`src/rtl/vram_write_scheduler.sv`:
```
// vram_write_scheduler
//   Buffers CPU writes to VRAM in an in-order FIFO and replays them into the
//   VRAM write port only while the drain window is open, so CPU writes never
//   collide with active-video reads.
//
//   Default window: ~(hvisible & vvisible), so draining happens in any blanking.
//   Optional macro VRAM_WRITE_VBLANK_ONLY_EN: window becomes ~vvisible, so
//   draining happens only in vertical blanking.
//
// Parameters
//   FIFO_DEPTH      number of buffered writes (power of two, 2..32)
//   VRAM_ADDR_WIDTH VRAM address width
// Ports
//   clk, rst            pixel clock, asynchronous active-high reset
//   cpu_data/address    CPU write payload
//   cpu_cs              write strobe, sampled every rising clk edge
//   hvisible, vvisible  visible-area flags from the GPU counters
//   ovf_clr             synchronous clear of the overflow flag
//   vram_we/waddr/wdata VRAM write port (address/data come from FIFO head)
//   cpu_ready           FIFO not full
//   fifo_level          current FIFO occupancy
//   overflow            sticky flag: a write was dropped
module vram_write_scheduler #(
  parameter int unsigned FIFO_DEPTH      = 8,
  parameter int unsigned VRAM_ADDR_WIDTH = 13
) (
  input  logic                           clk,
  input  logic                           rst,
  input  logic [7:0]                     cpu_data,
  input  logic [VRAM_ADDR_WIDTH-1:0]     cpu_address,
  input  logic                           cpu_cs,
  input  logic                           hvisible,
  input  logic                           vvisible,
  input  logic                           ovf_clr,
  output logic                           vram_we,
  output logic [VRAM_ADDR_WIDTH-1:0]     vram_waddr,
  output logic [7:0]                     vram_wdata,
  output logic                           cpu_ready,
  output logic [$clog2(FIFO_DEPTH):0]    fifo_level,
  output logic                           overflow
);

  localparam int unsigned PW = $clog2(FIFO_DEPTH);
  localparam int unsigned LW = PW + 1;
  localparam int unsigned EW = VRAM_ADDR_WIDTH + 8;

  typedef enum logic [1:0] {
    ST_IDLE,
    ST_WAIT,
    ST_DRAIN
  } state_t;

  state_t          state;
  state_t          state_next;
  logic            window;
  logic            full;
  logic            push;
  logic            pop;
  logic            drop;
  logic [LW-1:0]   level_next;
  logic [PW-1:0]   wr_ptr;
  logic [PW-1:0]   rd_ptr;
  logic [EW-1:0]   mem [FIFO_DEPTH];

`ifdef VRAM_WRITE_VBLANK_ONLY_EN
  assign window = ~vvisible;
`else
  assign window = ~(hvisible & vvisible);
`endif

  assign full      = (fifo_level == LW'(FIFO_DEPTH));
  assign cpu_ready = ~full;
  assign pop       = vram_we;
  // A full FIFO still accepts a write when the head leaves on the same edge.
  assign push      = cpu_cs & (~full | pop);
  assign drop      = cpu_cs & full & ~pop;

  always_comb begin
    level_next = fifo_level;
    case ({push, pop})
      2'b10:   level_next = fifo_level + LW'(1);
      2'b01:   level_next = fifo_level - LW'(1);
      default: level_next = fifo_level;
    endcase
  end

  // FSM: state register
  always_ff @(posedge clk or posedge rst) begin
    if (rst) begin
      state <= ST_IDLE;
    end else begin
      state <= state_next;
    end
  end

  // FSM: next state from post-update occupancy and the window at this edge
  always_comb begin
    state_next = ST_IDLE;
    if (level_next == '0) begin
      state_next = ST_IDLE;
    end else if (window) begin
      state_next = ST_DRAIN;
    end else begin
      state_next = ST_WAIT;
    end
  end

  // FSM: outputs. Gating with the live window drops vram_we the moment the
  // window closes, even though the state only catches up on the next edge.
  always_comb begin
    vram_we = (state == ST_DRAIN) & window;
  end

  // FIFO bookkeeping
  always_ff @(posedge clk or posedge rst) begin
    if (rst) begin
      wr_ptr     <= '0;
      rd_ptr     <= '0;
      fifo_level <= '0;
      overflow   <= 1'b0;
    end else begin
      if (push) begin
        wr_ptr <= wr_ptr + PW'(1);
      end
      if (pop) begin
        rd_ptr <= rd_ptr + PW'(1);
      end
      fifo_level <= level_next;
      if (drop) begin
        overflow <= 1'b1;
      end else if (ovf_clr) begin
        overflow <= 1'b0;
      end
    end
  end

  // Storage needs no reset: contents are only observed while vram_we=1.
  always_ff @(posedge clk) begin
    if (push) begin
      mem[wr_ptr] <= {cpu_address, cpu_data};
    end
  end

  always_comb begin
    {vram_waddr, vram_wdata} = mem[rd_ptr];
  end

endmodule
```
`config.mk`:
```
export PLATFORM = sky130hd
export DESIGN_NAME = vram_write_scheduler
export DESIGN_NICKNAME = d
export VERILOG_FILES = /design/src/rtl/vram_write_scheduler.sv
export SDC_FILE = /design/constraint.sdc
export NUM_CORES = 1
export LEC_CHECK = 0
export BUFFER_PORTS_ARGS = -buffer_cell sky130_fd_sc_hd__buf_2
export CAP_MARGIN = 20
export CELL_PAD_IN_SITES_DETAIL_PLACEMENT = 2
export CELL_PAD_IN_SITES_GLOBAL_PLACEMENT = 2
export CORE_UTILIZATION = 45
export DETAILED_ROUTE_END_ITERATION = 6
export PLACE_DENSITY_LB_ADDON = 0.08
export SLEW_MARGIN = 10
export SYNTH_ARGS = -nofsm -noshare
export SYNTH_HDL_FRONTEND = slang
export SYNTH_SLANG_ARGS = --single-unit
```
`constraint.sdc`:
```
create_clock -name clk -period 4.94 [get_ports clk]
set_input_delay 1.482 -clock clk [delete_from_list [all_inputs] [get_ports clk]]
set_output_delay 1.482 -clock clk [all_outputs]
set_load 0.03 [all_outputs]
```
==> impl_metrics.ini, run 1 <==
[route]
routed_wl_mm = 15.4
drtIter0Drc = 152
routedWlPerCell_microns = 24.9
antenna_left = 0
drc = 0
dr.pass1.iters = 4
vias = 3330
via_per_inst = 5.39

[floorplan]
core-area_sq_um = 15300
num_rows = 45
dieArea_sq_um = 16200
io_pins = 55
fp.dieW_microns = 127
die_h_microns = 127
start_util = 0.462

[clocking]
clock_path_buffers = 2
cts_tree = yes
clkLatencyLatePin_ps = 430
post-cts-setup-buffers = 0
post_cts_resized = 0
numCtsBuffers = 17
clkSinkCount = 181
clk_pin_slew_ps = 70
cts_root_buf = clkbuf_16
ctsHoldBuffers = 0
htree_levels = 4

[logic_synthesis]
synth_top_family_by_area = multiplexers
yosys.area_share.xor_xnor = 0.00869
synth_seq_cells = 181
seq_area_frac_synth = 0.761
yosys-mux-area-fraction = 0.174
ys_async_sr_fraction = 0.0718
yosysWarningCount = 0
ys.flop_type = edfxtp_1
ys_types = 33
syn_area_sq_um = 7050
synth_compound_area_frac = 0.00922
syn-instance-count = 321
synth_nets = 353
synth_adder_area_share = 0.00887
syn_area_per_cell_sq_um = 22.0
synth-simple-area-share = 0.0270
synth_edf_count = 168

[sta]
fin_hold_ws_ps = 539
rsz0062_at_grt = no
period_minus_slack_ps = 3950
maxSlewHeadroom = 0.415
fin_setup_tns_ps = 0
skew_ps = 10.9
hold_viol = 0
fin_crit_sh = 0.800
timing.fmax_mhz = 253
drv_slew = 0
fin_ws_ps = 990
setup_violations = 0
worstMarginPinSlew_ps = 873

[global_route]
overflow = 0
grt_max_degree = 32
grt.total_usage = 0.210
first_global_vias = 3760
antenna_found_initial = 0
grt_pass1_wl_mm = 23.4

[finish]
drive_above_1_share = 0.435
seq_area_sq_um = 5370
n_fill_cell = 1273
multi_input_area_sq_um = 1640
nNetsFinal = 426
num_antenna_cells = 0
area_growth_pct = 17.1

[setup_path]
required_ps = 3460
end_kind = output port
start_kind = flop
crit_arrival_ps = 2470
worstSetupPathType = reg2out
crit_fanout = 31
r2r_setup_slack_ps = 1960

[pwr]
p_leak_nw = 2.79
power_density_nw_per_um2 = 632
irDropWorstVdd_uv = 330

[place]
pre_cts_slack_ps = 1190
dp_hpwl_mm = 9.69
port_buffers = 54
globalplace.congestion = 0.686

[run_status]
status = finished, final reports clean

[worst_hold_path]
hp-class = reg2reg

[flow_run]
cap_violations = 0
## layout by cell type, fill, tap and decap left out, types with 2 or more instances in the layout
master	instances
dfrtp_1	11
bufinv_16	2
nand3_1	3
ha_1	5
clkbuf_16	17
buf_4	13
edfxtp_1	168
mux4_2	42
inv_6	3
clkinv_1	2
nor2_2	4
nor3_2	4
a41oi_1	2
nand2_1	8
clkinv_4	2
o21ai_0	2
nor2_1	3
nand2b_1	2
xnor2_1	4
inv_1	5
xor2_1	3
clkinv_2	2
or4b_4	2
buf_2	54
clkinvlp_4	3
mux2_2	23
dfrtp_2	2
## cell families after synthesis
family,after synthesis
AOI/OAI and AO/OA,8
xor gates and xnor gates,7
adders and majority gates,5
buffers and inverters,19
DFF,181
muxes,67
and+or+nand+nor,34
## synthesized netlist by cell type (3+ instances only)
cell type    n  area, sq um
dfrtp_1     13          325
xor2_1       3         26.3
ha_1         5         62.6
xnor2_1      4         35.0
edfxtp_1   168         5040
buf_2        5         25.0
inv_1        5         18.8
nand3_1      3         15.0
nand2_1      8         30.0
clkbuf_1     8         30.0
nor2_1       7         26.3
mux4_2      42          946
nor3_1       4         20.0
mux2_2      23          259
## per-layer routing
metal  part of all wire  track usage  vias up  routed length, microns
li1                   -            -     1469                       -
met1               0.42        0.257     1779                    6430
met2               0.53        0.367       62                    8200
met3              0.030       0.0469       20                     466
met4              0.017       0.0784        0                     265
met5                  0            0        -                       0
## through the flow
| step | total power, mW | utilization | area, sq um | instances |
|---|---|---|---|---|
| floorplan | 3.39 | - | 7050 | 321 |
| global placement | 3.89 | 0.503 | 7680 | 586 |
| detailed placement | 3.96 | 0.503 | 7680 | 586 |
| CTS | 5.30 | 0.541 | 8260 | 618 |
| global route | 5.46 | 0.541 | 8260 | 618 |
| finish | 5.22 | 0.541 | 8260 | 618 |
## worst max-delay path: stages (launching register included)
cell and delay [ps]:
dfrtp_2 900, buf_4 320, mux4_2 320, mux2_2 290, buf_2 180
## worst paths after layout
path	start	endpoint	cells after the start
max in group asynchronous	rst	rd_ptr[0]	2
min in group asynchronous	rst	fifo_level[0]	2
max reg2reg	fifo_level[0]	state[1]	10
min	wr_ptr[0]	wr_ptr[0]	1
max	rd_ptr[1]	vram_waddr[9]	4
min reg2reg	wr_ptr[0]	wr_ptr[0]	1
## report_power, final
group	switching, mW	total (mW)	internal, mW
logic	0.993	1.74	0.750
clock network	0.589	1.34	0.749
registers	0.197	2.14	1.94
## layout make-up
class                           count  area share
Clock buffer                       17      0.0515
Clock inverter                     15      0.0188
Inverter                            5     0.00227
Multi-Input combinational cell    121       0.198
Sequential cell                   181       0.651
Tap cell                          211      0.0320
Timing Repair Buffer               68      0.0470
## flip-flops by register name (all words and copies together), names as in the netlist
| register | cells |
|---|---|
| state | 2 |
| fifo_level | 4 |
| wr_ptr | 3 |
| overflow | 1 |
| rd_ptr | 3 |
| mem | 168 |
Note: power is estimated with default switching activity, not from simulation.
==> inputs of run 2 (changes only) <==
==> constraint.sdc (replaced) <==
create_clock -name clk -period 3.9 [get_ports clk]
set_input_delay 1.17 -clock clk [delete_from_list [all_inputs] [get_ports clk]]
set_output_delay 1.17 -clock clk [all_outputs]
set_load 0.03 [all_outputs]
==> impl_metrics.ini, run 2 (synthesized netlist as in run 1, its figures left out) <==
[finish]
area_growth_pct = 18.3
mostFrequentLayoutCells = 168 x edfxtp_1, 54 x buf_2, 42 x mux4_2, 23 x mux2_2, 17 x clkbuf_16
multi_input_area_sq_um = 1640
largest_reg_flops = 168
nNetsFinal = 425
layout_commonest_cell = edfxtp_1
num_antenna_cells = 0
n_fill_cell = 1279
final_cells = 616
drive_above_1_share = 0.430
regMostFlops = mem
final_util = 0.547
largest_registers = mem x168, fifo_level x4
seq_area_sq_um = 5370

[setup_path]
r2r-end = state[1]
crit_start = rd_ptr[1]
crit_fanout = 28
path_cells = buf_12 > mux4_2 > mux2_2 > buf_2
required_ps = 2730
crit_arrival_ps = 2220
worstSetupPathType = reg2out
slowest_delay_ps = 680
crit_family = flip-flops
critical-path-slowest-cell = dfrtp_2
worstPathBufferInverterCount = 2
r2r_cells = 10
r2r_setup_slack_ps = 920
crit_cells = 4
cp-endpoint = vram_waddr[12]
timing.rr.start = fifo_level[0]
start_kind = flop
end_kind = output port

[floorplan]
core-area_sq_um = 15300
start_util = 0.462
fp.dieW_microns = 127
num_rows = 45
dieArea_sq_um = 16200
die_h_microns = 127
io_pins = 55

[place]
pre_cts_slack_ps = 517
dp_hpwl_mm = 9.23
dp.cells = 585
port_buffers = 54
globalplace.congestion = 0.708

[sta]
setup_violations = 0
period_minus_slack_ps = 3390
maxSlewHeadroom = 0.567
hold_viol = 0
fin_setup_tns_ps = 0
drv_slew = 0
timing.fmax_mhz = 295
worstMarginPinSlew_ps = 648
rsz0062_at_grt = no
skew_ps = 8.45
fin_hold_ws_ps = 548
fin_crit_sh = 0.869
fin_ws_ps = 512

[global_route]
grt_pass1_wl_mm = 23.6
overflow = 0
grt_util_met2 = 0.363
top_usage_layer = met2
antenna_found_initial = 0
first_global_vias = 3780
gr-usage-met1 = 0.271
grt_max_degree = 45
grtUsageMet3 = 0.0327
grt.total_usage = 0.208

[route]
routed_wl_mm = 15.2
drc = 0
antenna_left = 0
drtIter0Drc = 187
via_per_inst = 5.42
dr.pass1.iters = 4
vias = 3338
routedWlPerCell_microns = 24.7

[flow_run]
cap_violations = 0

[clocking]
numCtsBuffers = 17
cts_tree = yes
clock_path_buffers = 2
clkSinkCount = 181
post-cts-setup-buffers = 0
post_cts_resized = 0
htree_levels = 4
cts_root_buf = clkbuf_16
ctsHoldBuffers = 0
clkLatencyLatePin_ps = 420
clk_pin_slew_ps = 60

[pwr]
p_leak_nw = 2.81
irDropWorstVdd_uv = 352
power_density_nw_per_um2 = 807

[worst_hold_path]
hp-class = reg2reg

[run_status]
status = finished, final reports clean
run 2: worst min-delay path by stage:
stage,to,depth (start not counted),slack [ps],startpoint
after global routing,wr_ptr[0],1,590,wr_ptr[0]
after global placement,wr_ptr[0],1,520,wr_ptr[0]
after CTS,wr_ptr[0],1,550,wr_ptr[0]
final,wr_ptr[0],1,550,wr_ptr[0]
after floorplan,wr_ptr[0],1,480,wr_ptr[0]
after detailed placement,wr_ptr[0],1,530,wr_ptr[0]
run 2: metal layers:
metal  vias up  share of wire  routed length (microns)
met5         -              0                        0
met4         0          0.012                      179
met1      1805           0.44                     6740
met2        51           0.52                     7950
li1       1466              -                        -
met3        16          0.024                      367
run 2: layout make-up:
cell class,count,share of cell area
multi-input cells,121,0.196
clock inverters,13,0.0214
well taps,211,0.0316
flip-flops and latches,181,0.644
repair buffers,67,0.0531
inverters,5,0.00225
clock buffers,18,0.0514
run 2: through the flow:
step	area [sq um]	total power, mW
after floorplan	7050	4.30
after global placement	7730	4.95
after detailed placement	7730	5.04
after CTS	8340	6.82
after global routing	8340	7.03
final	8340	6.74
run 2: report_power, final:
group | switching [mW] | internal, mW | total [mW]
clock | 0.697 | 1.07 | 1.77
combinational | 1.35 | 0.980 | 2.33
sequential | 0.184 | 2.46 | 2.64
